## src/rtl/mpsoc_sysid_pkg.sv

```systemverilog
// Register map, CTRL bit layout and CONFIG word layout shared by the
// MPSoC system-ID / housekeeping slave and its uptime counter.
package mpsoc_sysid_pkg;

  // Word offsets inside the low page (address < ADDR_SCRATCH_BASE).
  typedef enum logic [2:0] {
    ADDR_SYSID     = 3'd0,
    ADDR_TIMESTAMP = 3'd1,
    ADDR_CONFIG    = 3'd2,
    ADDR_CTRL      = 3'd3,
    ADDR_UPTIME_LO = 3'd4,
    ADDR_UPTIME_HI = 3'd5,
    ADDR_SEM       = 3'd6,
    ADDR_RESERVED  = 3'd7
  } reg_off_e;

  localparam int ADDR_SCRATCH_BASE = 8;

  localparam int CTRL_EN_BIT   = 0;
  localparam int CTRL_CLR_BIT  = 1;
  localparam int CTRL_WRAP_BIT = 2;

  localparam logic [7:0] VERSION_DEFAULT = 8'h02;

  typedef struct packed {
    logic [7:0] version;
    logic [7:0] num_scratch;
    logic [7:0] reserved;
    logic [7:0] num_cores;
  } config_t;

  function automatic logic [31:0] pack_config(input logic [7:0] version,
                                              input int         num_scratch,
                                              input int         num_cores);
    config_t cfg;
    cfg.version     = version;
    cfg.num_scratch = 8'(num_scratch);
    cfg.reserved    = 8'h00;
    cfg.num_cores   = 8'(num_cores);
    return cfg;
  endfunction

endpackage

```

## src/rtl/mpsoc_uptime_ctr.sv

```systemverilog
// Free-running 64-bit uptime counter with synchronous clear, wrap pulse and
// a high-word shadow captured when the low word is read.
module mpsoc_uptime_ctr (
  input  logic        clock,
  input  logic        reset_n,
  input  logic        en,
  input  logic        clr,
  input  logic        snap,
  output logic [31:0] count_lo,
  output logic [31:0] hi_shadow,
  output logic        wrap_pulse
);

  logic [63:0] count_q;
  logic [31:0] hi_shadow_q;

  // Clear takes priority, so a clear on the terminal count never reports a wrap.
  assign wrap_pulse = en && !clr && (count_q == '1);

  // NOTE: sequential state uses non-blocking assignments so every register
  // samples pre-edge values, regardless of block ordering.
  always_ff @(posedge clock or negedge reset_n) begin
    if (!reset_n) begin
      count_q <= '0;
    end else if (clr) begin
      count_q <= '0;
    end else if (en) begin
      count_q <= count_q + 64'd1;
    end
  end

  always_ff @(posedge clock or negedge reset_n) begin
    if (!reset_n) begin
      hi_shadow_q <= '0;
    end else if (snap) begin
      hi_shadow_q <= count_q[63:32];
    end
  end

  assign count_lo  = count_q[31:0];
  assign hi_shadow = hi_shadow_q;

endmodule

```

## src/rtl/mpsoc_sysid_ctrl.sv

```systemverilog
// System-ID and housekeeping Avalon-MM slave: ID words, uptime counter with
// atomic snapshot, boot semaphore and scratch registers; 1-cycle read latency.
module mpsoc_sysid_ctrl
  import mpsoc_sysid_pkg::*;
#(
  parameter logic [31:0] SYS_ID      = 32'h0000_0000,
  parameter logic [31:0] TIMESTAMP   = 32'h0000_0000,
  parameter int          NUM_CORES   = 4,
  parameter int          NUM_SCRATCH = 4,
  parameter int          ADDR_W      = 4,
  parameter logic [7:0]  VERSION     = VERSION_DEFAULT
) (
  input  logic              clock,
  input  logic              reset_n,
  input  logic [ADDR_W-1:0] address,
  input  logic              read,
  input  logic              write,
  input  logic [31:0]       writedata,
  output logic [31:0]       readdata
);

  localparam logic [31:0] CONFIG_WORD = pack_config(VERSION, NUM_SCRATCH, NUM_CORES);

  logic              low_page;
  logic [2:0]        low_off;
  logic [ADDR_W-1:0] scratch_off;
  logic              scratch_hit;
  logic              wr_en;
  logic              ctrl_wr;
  logic              clr;
  logic              snap;
  logic              sem_rd;
  logic              sem_wr;

  logic              en_q;
  logic              wrap_q;
  logic              lock_q;
  logic [31:0]       scratch_q [NUM_SCRATCH];

  logic [31:0]       count_lo;
  logic [31:0]       hi_shadow;
  logic              wrap_pulse;
  logic [31:0]       ctrl_word;
  logic [31:0]       rd_mux;

  assign low_page    = (address[ADDR_W-1:3] == '0);
  assign low_off     = address[2:0];
  assign scratch_off = address - ADDR_W'(ADDR_SCRATCH_BASE);
  assign scratch_hit = !low_page && (32'(scratch_off) < $unsigned(NUM_SCRATCH));

  // A read and write in the same cycle is illegal on the fabric; the read wins.
  assign wr_en   = write && !read;
  assign ctrl_wr = wr_en && low_page && (low_off == ADDR_CTRL);
  assign clr     = ctrl_wr && writedata[CTRL_CLR_BIT];
  assign snap    = read && low_page && (low_off == ADDR_UPTIME_LO);
  assign sem_rd  = read && low_page && (low_off == ADDR_SEM);
  assign sem_wr  = wr_en && low_page && (low_off == ADDR_SEM);

  mpsoc_uptime_ctr u_uptime (
    .clock      (clock),
    .reset_n    (reset_n),
    .en         (en_q),
    .clr        (clr),
    .snap       (snap),
    .count_lo   (count_lo),
    .hi_shadow  (hi_shadow),
    .wrap_pulse (wrap_pulse)
  );

  always_ff @(posedge clock or negedge reset_n) begin
    if (!reset_n) begin
      en_q   <= 1'b1;
      wrap_q <= 1'b0;
    end else begin
      if (ctrl_wr) begin
        en_q <= writedata[CTRL_EN_BIT];
      end
      // A wrap on the same edge as a write-1-to-clear keeps WRAP set.
      wrap_q <= wrap_pulse || (wrap_q && !(ctrl_wr && writedata[CTRL_WRAP_BIT]));
    end
  end

  always_ff @(posedge clock or negedge reset_n) begin
    if (!reset_n) begin
      lock_q <= 1'b0;
    end else if (sem_rd) begin
      lock_q <= 1'b1;
    end else if (sem_wr) begin
      lock_q <= 1'b0;
    end
  end

  // NOTE: the scratch bank is software-visible state with a defined reset
  // value, so it is built from resettable flops rather than a RAM macro.
  always_ff @(posedge clock or negedge reset_n) begin
    if (!reset_n) begin
      for (int i = 0; i < NUM_SCRATCH; i++) begin
        scratch_q[i] <= '0;
      end
    end else if (wr_en && scratch_hit) begin
      for (int i = 0; i < NUM_SCRATCH; i++) begin
        if (scratch_off == ADDR_W'(i)) begin
          scratch_q[i] <= writedata;
        end
      end
    end
  end

  always_comb begin
    ctrl_word                = '0;
    ctrl_word[CTRL_EN_BIT]   = en_q;
    ctrl_word[CTRL_WRAP_BIT] = wrap_q;
  end

  always_comb begin
    // NOTE: default first so every path assigns rd_mux and no latch is inferred.
    rd_mux = '0;
    if (low_page) begin
      case (reg_off_e'(low_off))
        ADDR_SYSID:     rd_mux = SYS_ID;
        ADDR_TIMESTAMP: rd_mux = TIMESTAMP;
        ADDR_CONFIG:    rd_mux = CONFIG_WORD;
        ADDR_CTRL:      rd_mux = ctrl_word;
        ADDR_UPTIME_LO: rd_mux = count_lo;
        ADDR_UPTIME_HI: rd_mux = hi_shadow;
        ADDR_SEM:       rd_mux = {31'b0, lock_q};
        default:        rd_mux = '0;
      endcase
    end else if (scratch_hit) begin
      for (int i = 0; i < NUM_SCRATCH; i++) begin
        if (scratch_off == ADDR_W'(i)) begin
          rd_mux = scratch_q[i];
        end
      end
    end
  end

  always_ff @(posedge clock or negedge reset_n) begin
    if (!reset_n) begin
      readdata <= '0;
    end else if (read) begin
      readdata <= rd_mux;
    end
  end

endmodule
```

## config.mk

```make
export PLATFORM = sky130hd
export DESIGN_NAME = mpsoc_sysid_ctrl
export DESIGN_NICKNAME = d
export VERILOG_FILES = /design/src/rtl/mpsoc_sysid_pkg.sv /design/src/rtl/mpsoc_uptime_ctr.sv /design/src/rtl/mpsoc_sysid_ctrl.sv
export SDC_FILE = /design/constraint.sdc
export NUM_CORES = 1
export LEC_CHECK = 0
export CORE_MARGIN = 5
export CORE_UTILIZATION = 50
export DETAILED_ROUTE_END_ITERATION = 10
export GPL_TIMING_DRIVEN = 0
export PLACE_DENSITY = 0.69
export SLEW_MARGIN = 30
export SYNTH_ARGS = -nofsm -noshare
export SYNTH_HDL_FRONTEND = slang
export SYNTH_HIERARCHICAL = 1
export SYNTH_SLANG_ARGS = --single-unit
```

## constraint.sdc

```tcl
create_clock -name clock -period 2.5 [get_ports clock]
set_clock_uncertainty 0.05 [all_clocks]
set_input_delay 0.625 -clock clock [delete_from_list [all_inputs] [get_ports clock]]
set_output_delay 0.625 -clock clock [all_outputs]
set_load 0.03 [all_outputs]
```

* After elaboration in Yosys (flattened, before gate mapping) *
Index checks and enable logic that the tools add are counted.

word-level totals
  flip-flop bits (word level) = 259
  input port bits = 40
  output and inout port bits = 32
  word-level logic and storage cells = 59

cells by class
  add/subtract/negate cells = 2
  magnitude comparators = 1
  equal/unequal tests = 9
  multiplexer cells = 11
  bitwise logic cells = 1
  reduce and logical (&&, ||, !) cells = 25

operator list
  kind                                                                   count
  32-bit 2-to-1 mux                                                      6
  32-bit one-hot mux with 5 select lines                                 1
  64-bit 2-to-1 mux                                                      2
  64-bit by 1-bit adder with 64-bit output, second input constant        1
  64-bit equality test, second input constant                            1
  1-bit logical AND                                                      14
  3-bit equality test, second input constant                             3
  4-bit by 2-bit equality test with 1-bit output, second input constant  2
  2-bit AND reduction                                                    4
  3-bit by 2-bit equality test with 1-bit output, second input constant  2
  4-bit by 1-bit equality test with 1-bit output, second input constant  1
  4-bit zero test                                                        1
  4-bit by 3-bit < comparator with 1-bit output, second input constant   1
  2-bit nonzero test                                                     2
  4-bit subtractor, second input constant                                1
  1-bit zero test                                                        3
  1-bit 2-to-1 mux                                                       2
  1-bit logical OR                                                       1
  1-bit NOT                                                              1

* Longest topological paths before layout *
Gate-level depths: netlist (run 1).

  depth in word-level cells = 9
  depth in mapped cells = 7
  mapped depth without buffers = 6

* Modules after synthesis *
The synthesis (run 1) kept the hierarchy.

modules (own cells, without submodules)
  module            instances  cells each  area each (µm²)  seq. area each (µm²)
  mpsoc_sysid_ctrl  1          559         7539.7           4080.2
  mpsoc_uptime_ctr  1          467         4897.2           2402.3

* Least setup slack after synthesis (run 1) *
Ideal clock, no wire load.

  path kind = input -> register
  from = input port address[1]
  to = register u_uptime.hi_shadow_q[10] (netlist: u_uptime/hi_shadow[10])
  setup time = 0.125 ns
  arrival = 2.400 ns
  required time = 2.325 ns
  setup slack = -0.075 ns
  stages = 7
  path buffers = 4
  cell sequence = or3b_1 -> clkbuf_1 -> clkbuf_1 -> nor3b_1 -> clkbuf_1 -> buf_1 -> mux2_2

between the ends
  cells in the longest elaborated chain, start to end = 2

ends and longest elaborated chain
  item                  line                    RTL
  from (decl)           mpsoc_sysid_ctrl.sv:15  input logic [ADDR_W-1:0] address,
  3-bit equality test   mpsoc_sysid_ctrl.sv:55  assign snap = read && low_page && (low_off == ADDR_UPTIME_LO);
  1-bit logical AND     mpsoc_sysid_ctrl.sv:55
  via snap              mpsoc_sysid_ctrl.sv:31  logic snap;
  to (signal assigned)  mpsoc_uptime_ctr.sv:36  hi_shadow_q <= count_q[63:32];
  to (decl)             mpsoc_uptime_ctr.sv:15  logic [31:0] hi_shadow_q;

The timed path passes the listed nets, and every way through them passes these cells.
A chain may end at the register's enable or synchronous reset.

* Worst setup path after layout (run 1) *
  from = input port address[0]
  to = register readdata[14]

between the ends
  cells in the longest elaborated chain, start to end = 8
  elaborated cells on any way between the ends = 19
  those cells by class = add/sub: 1; order compare: 1; eq/ne: 8; mux: 7; reduce/logical: 2

ends and longest elaborated chain
  item                             line                     RTL
  4-bit subtractor                 mpsoc_sysid_ctrl.sv:48   assign scratch_off = address - ADDR_W'(ADDR_SCRATCH_BASE);
  4-bit zero test                  mpsoc_sysid_ctrl.sv:131  if (scratch_off == ADDR_W'(i)) begin
  32-bit 2-to-1 mux (4 in series)  mpsoc_sysid_ctrl.sv:131
  32-bit 2-to-1 mux                mpsoc_sysid_ctrl.sv:129  end else if (scratch_hit) begin
  32-bit 2-to-1 mux (*)            mpsoc_sysid_ctrl.sv:118  if (low_page) begin
  to (signal assigned)             mpsoc_sysid_ctrl.sv:142  readdata <= rd_mux;
  to (decl)                        mpsoc_sysid_ctrl.sv:19   output logic [31:0] readdata

Mark *: on every way between the ends. The rest lies on a longest branch, timed or not.

==> impl_metrics.yaml, run 1 <==
placed_design:
  post_dp_cell_area_um2: 13600
  detailedPlacementHpwl_um: 22100
  pre_cts_ws_ps: -1120
  placed_cells_incl_taps: 1424
  placement.io_buffers: 71
  place_congestion: 0.840
synthesis:
  ys_top_cells_by_area: "sky130_fd_sc_hd__dfrtp_1, sky130_fd_sc_hd__mux2_2, sky130_fd_sc_hd__mux2i_1"
  synth_area_leader_cell: "sky130_fd_sc_hd__dfrtp_1"
  synth_cells: 1026
  synth_top_cells_by_count: "sky130_fd_sc_hd__dfrtp_1, sky130_fd_sc_hd__mux2_2, sky130_fd_sc_hd__o21ai_0, sky130_fd_sc_hd__nor2_1, sky130_fd_sc_hd__buf_4"
  synth-main-ff-cell: "sky130_fd_sc_hd__dfrtp_1"
  synth_cell_types: 61
  synth-seq-cells: 259
  synth_sequential_area_ratio_pct: 52.1
  ffs_w_async_s_r_synth_pct: 100
  syn_nets: 1067
  post_synth.cell_area_avg_um2: 12.1
  cell_area_synth_um2: 12400
  number_of_flops_mapped_to_enable_cells_by_yosys: 0
  synth.yosys.warnings: 6
  synth.most_common_cell: "sky130_fd_sc_hd__dfrtp_1"
  synthDominantCellAreaShare_pct: 51.9
pwr:
  irDropWorstVdd_v: 0.000561
  power_frac_comb_pct: 22.2
  power_switching_share_pct: 30.4
  power_w: 0.0130
  clock_power_share_pct: 32.3
  total_switching_power_w: 0.00394
  p_seq_share_pct: 45.6
  internal_power_w: 0.00903
  power_per_cell_area_nw_per_um2: 876
  total_leakage_power_nw: 6.25
clocking:
  cts_buffer_depth: 3
  cts_tree: "yes"
  cts_sinks: 259
  cts_root_buffer: "sky130_fd_sc_hd__clkbuf_16"
  cts-htree-levels: 1
  path_clk_slew_ps: 60
  cts_inserted_buffers: 29
  clk-insertion-delay-late_ps: 540
critical_path:
  worstPathArrival_ps: 2880
  critPathMaxStageDelay_ps: 530
  endpoint_kind: "register"
  crit_path_start_kind: "input pin"
  critical_path_required_ps: 2880
  critical-path-slowest-cell: "sky130_fd_sc_hd__clkdlybuf4s50_1"
  timing_worst_setup_path_type: "in2reg"
  timing.critical_path.cells: "clkdlybuf4s50_1 > buf_2 > buf_4 > buf_4 > mux2i_1 > o221ai_1 > o21a_1"
  maximum_fanout_count_along_the_critical_path: 10
  critPathMostFrequentCell: "sky130_fd_sc_hd__buf_4"
die:
  chipWidth_um: 168
  coreArea_um2: 24400
  dieArea_um2: 28100
  pin_count: 72
  floorplan.rows: 57
  chip_height_um: 168
  floorplan.initialDensity_pct: 51.0
global_routing:
  first_global_vias: 8921
  track_usage_pct: 22.4
  wire_length_of_the_first_global_routing_pass_um: 51100
  grt_antenna_before_repair: 0
  grt_start_max_net_pins: 78
  grt_overflow_total: 0
detailed_routing:
  route.top_layer_used: "met4"
  wirelength_met1_um: 14500
  vias: 8876
  viasPerCell: 5.95
  post_detailed_route_wirelength_per_cell_um: 21.1
  wl_um: 31400
  drt_drc_violations_left: 0
  firstDrtPassIters: 5
  wl_met2_um: 14500
  met3RoutedLength_um: 1790
  drt_first_iter_violations: 608
  ant_nets: 0
final_layout:
  final_net_count: 1187
  insertedDiodeCount: 0
  finalNonFillerCells: 1492
  syn_to_final_growth_pct: 19.1
  final_layout_size_suffix_gt1_share_pct: 31.1
  final_design_area_no_fill_um2: 14800
status:
  run_status: "complete, no violations"
sta:
  achievable-frequency_mhz: 400
  postLayoutSetupSlackWorst_ps: 1.31
  timing.slew.headroom_pct: 42.5
  report.final.hold_viol_count: 0
  period_minus_slack_ps: 2500
  final_period_utilization_pct: 99.9
  setup_violations: 0
  maxSlewViolCount: 0
  max_slew.worst_pin.slew_ps: 854
run:
  max-cap-violations: 0
hold_path:
  min_path_type: "reg2reg"
==> metrics by stage <==
stage | utilization [%] | TNS [ps] | hold slack [ps]
2_1_floorplan | - | 0 | 279
3_3_place_gp | 55.6 | -2855780 | 410
3_5_place_dp | 55.9 | -138780 | 417
4_1_cts | 60.1 | -17.2 | 430
5_1_grt | 60.7 | -72.8 | 440
6_report | 60.7 | 0 | 426
==> timing repair <==
action                                  in CTS  in global routing
endpoints found under the hold margin       51                  0
pin swaps                                    1                  6
gates resized for setup                     20                 28
hold buffers                                 1                  0
buffers inserted                             4                 10
endpoints found under the setup margin      99                 79
==> final timing paths <==
kind	startpoint	to	slack, ps	cells after the start
max reg2reg	en_q$_DFFE_PN1N_	u_uptime/count_q[61]$_DFFE_PN0P_	50	5
min	readdata[29]$_DFFE_PN0P_	readdata[29]$_DFFE_PN0P_	430	1
max in group asynchronous	reset_n	u_uptime/count_q[10]$_DFFE_PN0P_	840	4
min reg2reg	readdata[29]$_DFFE_PN0P_	readdata[29]$_DFFE_PN0P_	430	1
max	address[0]	readdata[14]$_DFFE_PN0P_	1	7
min in group asynchronous	reset_n	scratch_q[66]$_DFFE_PN0P_	540	2
==> worst max-delay path, delay by kind of cell <==
| kind | cells | cell delay (ps) |
|---|---|---|
| compound gates | 2 | 380 |
| mux | 1 | 390 |
| buf+inv | 4 | 1460 |
==> sequential cells by signal, indices dropped and copies added, names as in the netlist <==
name,flops
u_uptime/count_q,64
scratch_q,128
readdata,32
u_uptime/hi_shadow,32
wrap_q,1
lock_q,1
en_q,1
==> power by group through the flow <==
| stage | Clock (W) | Combinational (W) | Sequential (W) |
|---|---|---|---|
| 3_3_place_gp | 0 | 0.00271 | 0.00591 |
| 2_1_floorplan | 0 | 0.00190 | 0.00581 |
| 5_1_grt | 0.00446 | 0.00314 | 0.00604 |
| 4_1_cts | 0.00427 | 0.00281 | 0.00588 |
| 6_report | 0.00419 | 0.00288 | 0.00591 |
| 3_5_place_dp | 0 | 0.00279 | 0.00595 |
==> layout by cell type (no fill, tap or decap), types with 25 or more instances in the layout <==
cell                              instances
sky130_fd_sc_hd__o21ai_0                 53
sky130_fd_sc_hd__nand2_1                 36
sky130_fd_sc_hd__mux2_2                 189
sky130_fd_sc_hd__a21oi_1                 32
sky130_fd_sc_hd__dfrtp_1                257
sky130_fd_sc_hd__nor2_1                  45
sky130_fd_sc_hd__clkbuf_1                25
sky130_fd_sc_hd__clkdlybuf4s50_1         67
sky130_fd_sc_hd__o21a_1                  27
sky130_fd_sc_hd__mux2i_1                 25
sky130_fd_sc_hd__nand4_1                 26
sky130_fd_sc_hd__o221ai_1                29
sky130_fd_sc_hd__clkbuf_16               29
sky130_fd_sc_hd__o22ai_1                 30
sky130_fd_sc_hd__buf_4                   59
==> layout make-up <==
type / instances / area [µm²]
tap: 324 / 405
clock buffer: 42 / 825
inverter: 7 / 26.3
buffer: 91 / 596
clock inverter: 11 / 113
sequential: 259 / 6480
timing repair buffer: 89 / 913
fill: 1936 / 9580
multi-input combinational: 669 / 5450
==> cells by family (layout without fill, tap and decap cells) <==
logic type	count (synthesis)	in the layout	synth area share (%)
xor+xnor	31	31	2.18
compound gates	190	190	9.82
fa+ha+maj	1	1	0.101
buf+inv	98	240	4.66
mux	225	225	20.1
simple gates	222	222	11.0
flops	259	259	52.1
==> routing by layer <==
layer  global-route usage (%)  vias to the layer above
li1                         -                     4024
met1                     32.8                     4539
met2                     34.9                      256
met3                     4.24                       57
met4                     5.36                        0
met5                        0                        -
Note: power is estimated with default switching activity, not from simulation.
==> inputs of run 2 (changes only) <==
--- a/config.mk
+++ b/config.mk
@@ -5,11 +5,11 @@
 export SDC_FILE = /design/constraint.sdc
 export NUM_CORES = 1
 export LEC_CHECK = 0
-export CORE_MARGIN = 5
+export CORE_MARGIN = 3
 export CORE_UTILIZATION = 50
 export DETAILED_ROUTE_END_ITERATION = 10
 export GPL_TIMING_DRIVEN = 0
-export PLACE_DENSITY = 0.69
+export PLACE_DENSITY = 0.71
 export SLEW_MARGIN = 30
 export SYNTH_ARGS = -nofsm -noshare
 export SYNTH_HDL_FRONTEND = slang
==> constraint.sdc (replaced) <==
create_clock -name clock -period 2.1 [get_ports clock]
set_clock_uncertainty 0.05 [all_clocks]
set_input_delay 0.525 -clock clock [delete_from_list [all_inputs] [get_ports clock]]
set_output_delay 0.525 -clock clock [all_outputs]
set_load 0.03 [all_outputs]
==> impl_metrics.yaml, run 2 (synthesized netlist as in run 1, its figures left out) <==
detailed_routing:
  vias: 9233
  post_detailed_route_wirelength_per_cell_um: 21.8
  drt_first_iter_violations: 754
  firstDrtPassIters: 5
  viasPerCell: 6.01
  drt_drc_violations_left: 0
  ant_nets: 0
  wl_um: 33500
clocking:
  cts_inserted_buffers: 28
  cts_root_buffer: "sky130_fd_sc_hd__clkbuf_16"
  cts_sinks: 259
  path_clk_slew_ps: 60
  clk-insertion-delay-late_ps: 540
  cts_tree: "yes"
  cts_buffer_depth: 3
  cts-htree-levels: 1
hold_path:
  worstHoldStart: "readdata[3]$_DFFE_PN0P_"
  hold_end: "readdata[3]$_DFFE_PN0P_"
  min_path_type: "reg2reg"
  hold_path_depth: 1
critical_path:
  reg2regPathDepth: 8
  cp-startpoint: "u_uptime/count_q[4]$_DFFE_PN0P_"
  timing_worst_setup_path_type: "reg2reg"
  ff_to_ff_start: "u_uptime/count_q[4]$_DFFE_PN0P_"
  worstPathArrival_ps: 2620
  endpoint_kind: "register"
  crit_path_start_kind: "register"
  maximum_fanout_count_along_the_critical_path: 5
  critical_path_required_ps: 2510
  r2r-end: "u_uptime/count_q[59]$_DFFE_PN0P_"
  rrSetupSlack_ps: -110
final_layout:
  layout.filler_cells: 1888
  final_net_count: 1233
  syn_to_final_growth_pct: 24.2
  largest_register_ff_count: 128
  final_layout_size_suffix_gt1_share_pct: 37.0
  registers.top_by_ff_count: "scratch_q"
  mostFrequentLayoutCell: "sky130_fd_sc_hd__dfrtp_1"
  insertedDiodeCount: 0
  finalNonFillerCells: 1537
  top_flop_regs: "scratch_q: 128 flops, u_uptime/count_q: 64 flops"
  top_library_cells_by_usage_in_the_layout_fill_and_taps_aside: "sky130_fd_sc_hd__dfrtp_1, sky130_fd_sc_hd__mux2_2, sky130_fd_sc_hd__buf_4"
run:
  max-cap-violations: 0
sta:
  period_minus_slack_ps: 2210
  timing.slew.headroom_pct: 51.9
  report.final.hold_viol_count: 0
  holdWs_ps: 420
  maxSlewViolCount: 0
  final_period_utilization_pct: 105
  achievable-frequency_mhz: 453
  max_slew.worst_pin.slew_ps: 722
  grt_setup_unrepaired: "yes"
  postLayoutSetupSlackWorst_ps: -108
  totalNegativeSetupSlack_ps: -258
  setup_violations: 4
status:
  run_status: "finished, violations left"
  failed_checks: "negative setup slack"
die:
  chip_height_um: 164
  pin_count: 72
  floorplan.initialDensity_pct: 51.0
  dieArea_um2: 26800
  chipWidth_um: 164
  coreArea_um2: 24400
  floorplan.rows: 57
placed_design:
  place_congestion: 0.810
  placement.io_buffers: 71
  placed_cells_incl_taps: 1424
  detailedPlacementHpwl_um: 22200
global_routing:
  grt_antenna_before_repair: 0
  grt_start_max_net_pins: 89
  first_global_vias: 9356
  grt_overflow_total: 0
  wire_length_of_the_first_global_routing_pass_um: 52000
  track_usage_pct: 24.7
pwr:
  total_leakage_power_nw: 6.66
  power_per_cell_area_nw_per_um2: 1020
  power_w: 0.0158
  irDropWorstVdd_v: 0.000597
-- run 2: cell count changes in the layout (fill, tap and decap cells not counted), sizes merged, moves of 2 or more --
cell,before,now
inv,9,7
clkdlybuf4s50,67,33
clkbuf,72,74
dlygate4sd2,2,33
clkinv,7,4
buf,79,127
-- run 2: what timing repair did --
item                                    CTS  global route
endpoints found under the setup margin  276           161
gates cloned                              1             0
pin swaps                                26            22
hold endpoints to repair                 54             0
hold buffers                              1             0
gates resized for setup                 101            44
setup buffers                            42            19
-- run 2: layer usage --
| metal | up-vias | global-route usage (%) | share of wire (%) |
|---|---|---|---|
| met5 | - | 0 | 0 |
| li1 | 4130 | - | - |
| met1 | 4732 | 33.5 | 44 |
| met2 | 293 | 40.4 | 48 |
| met3 | 78 | 3.63 | 5.0 |
| met4 | 0 | 9.57 | 3.1 |
-- run 2: report_power, final --
part           internal, W  leakage (nW)  switching [W]  total, W
Sequential         0.00608          3.12       0.000983   0.00706
Combinational      0.00191          3.09        0.00191   0.00382
Clock              0.00293         0.455        0.00196   0.00488
-- run 2: through the flow --
step | setup WS (ps) | instance area [µm²] | utilization, %
final | -108 | 15500 | 63.3
after CTS | -35.2 | 15200 | 62.1
after global routing | -176 | 15500 | 63.3
after detailed placement | -1230 | 13700 | 56.2
after global placement | -10800 | 13600 | 55.8
after floorplan | -44.0 | 12500 | -
-- run 2: cell type report --
type	instances	area [µm²]	area share, %
Tap cell	324	405	2.62
Sequential cell	259	6500	42.1
Timing Repair Buffer	136	1250	8.11
Multi-Input combinational cell	670	5690	36.8
Inverter	7	26.3	0.170
Buffer	90	656	4.24
Clock buffer	46	870	5.63
Clock inverter	5	50.0	0.324
-- run 2: worst max-delay path by stage --
stage,end,slack (ps)
after floorplan,u_uptime/hi_shadow[10]$_DFFE_PN0P_,-40
after global placement,readdata[29]$_DFFE_PN0P_,-10800
after detailed placement,u_uptime/hi_shadow[28]$_DFFE_PN0P_,-1230
after CTS,u_uptime/count_q[61]$_DFFE_PN0P_,-40
after global routing,u_uptime/count_q[59]$_DFFE_PN0P_,-180
final,u_uptime/count_q[59]$_DFFE_PN0P_,-110
-- run 2: worst max-delay path: stages (launching register included) --
cell                      delay (ps)
sky130_fd_sc_hd__dfrtp_1         380
sky130_fd_sc_hd__nand4_1         120
sky130_fd_sc_hd__buf_6           150
sky130_fd_sc_hd__nor4_4          380
sky130_fd_sc_hd__buf_4           180
sky130_fd_sc_hd__nand4_1         210
sky130_fd_sc_hd__buf_4           220
sky130_fd_sc_hd__or3_1           310
sky130_fd_sc_hd__a21oi_1         130
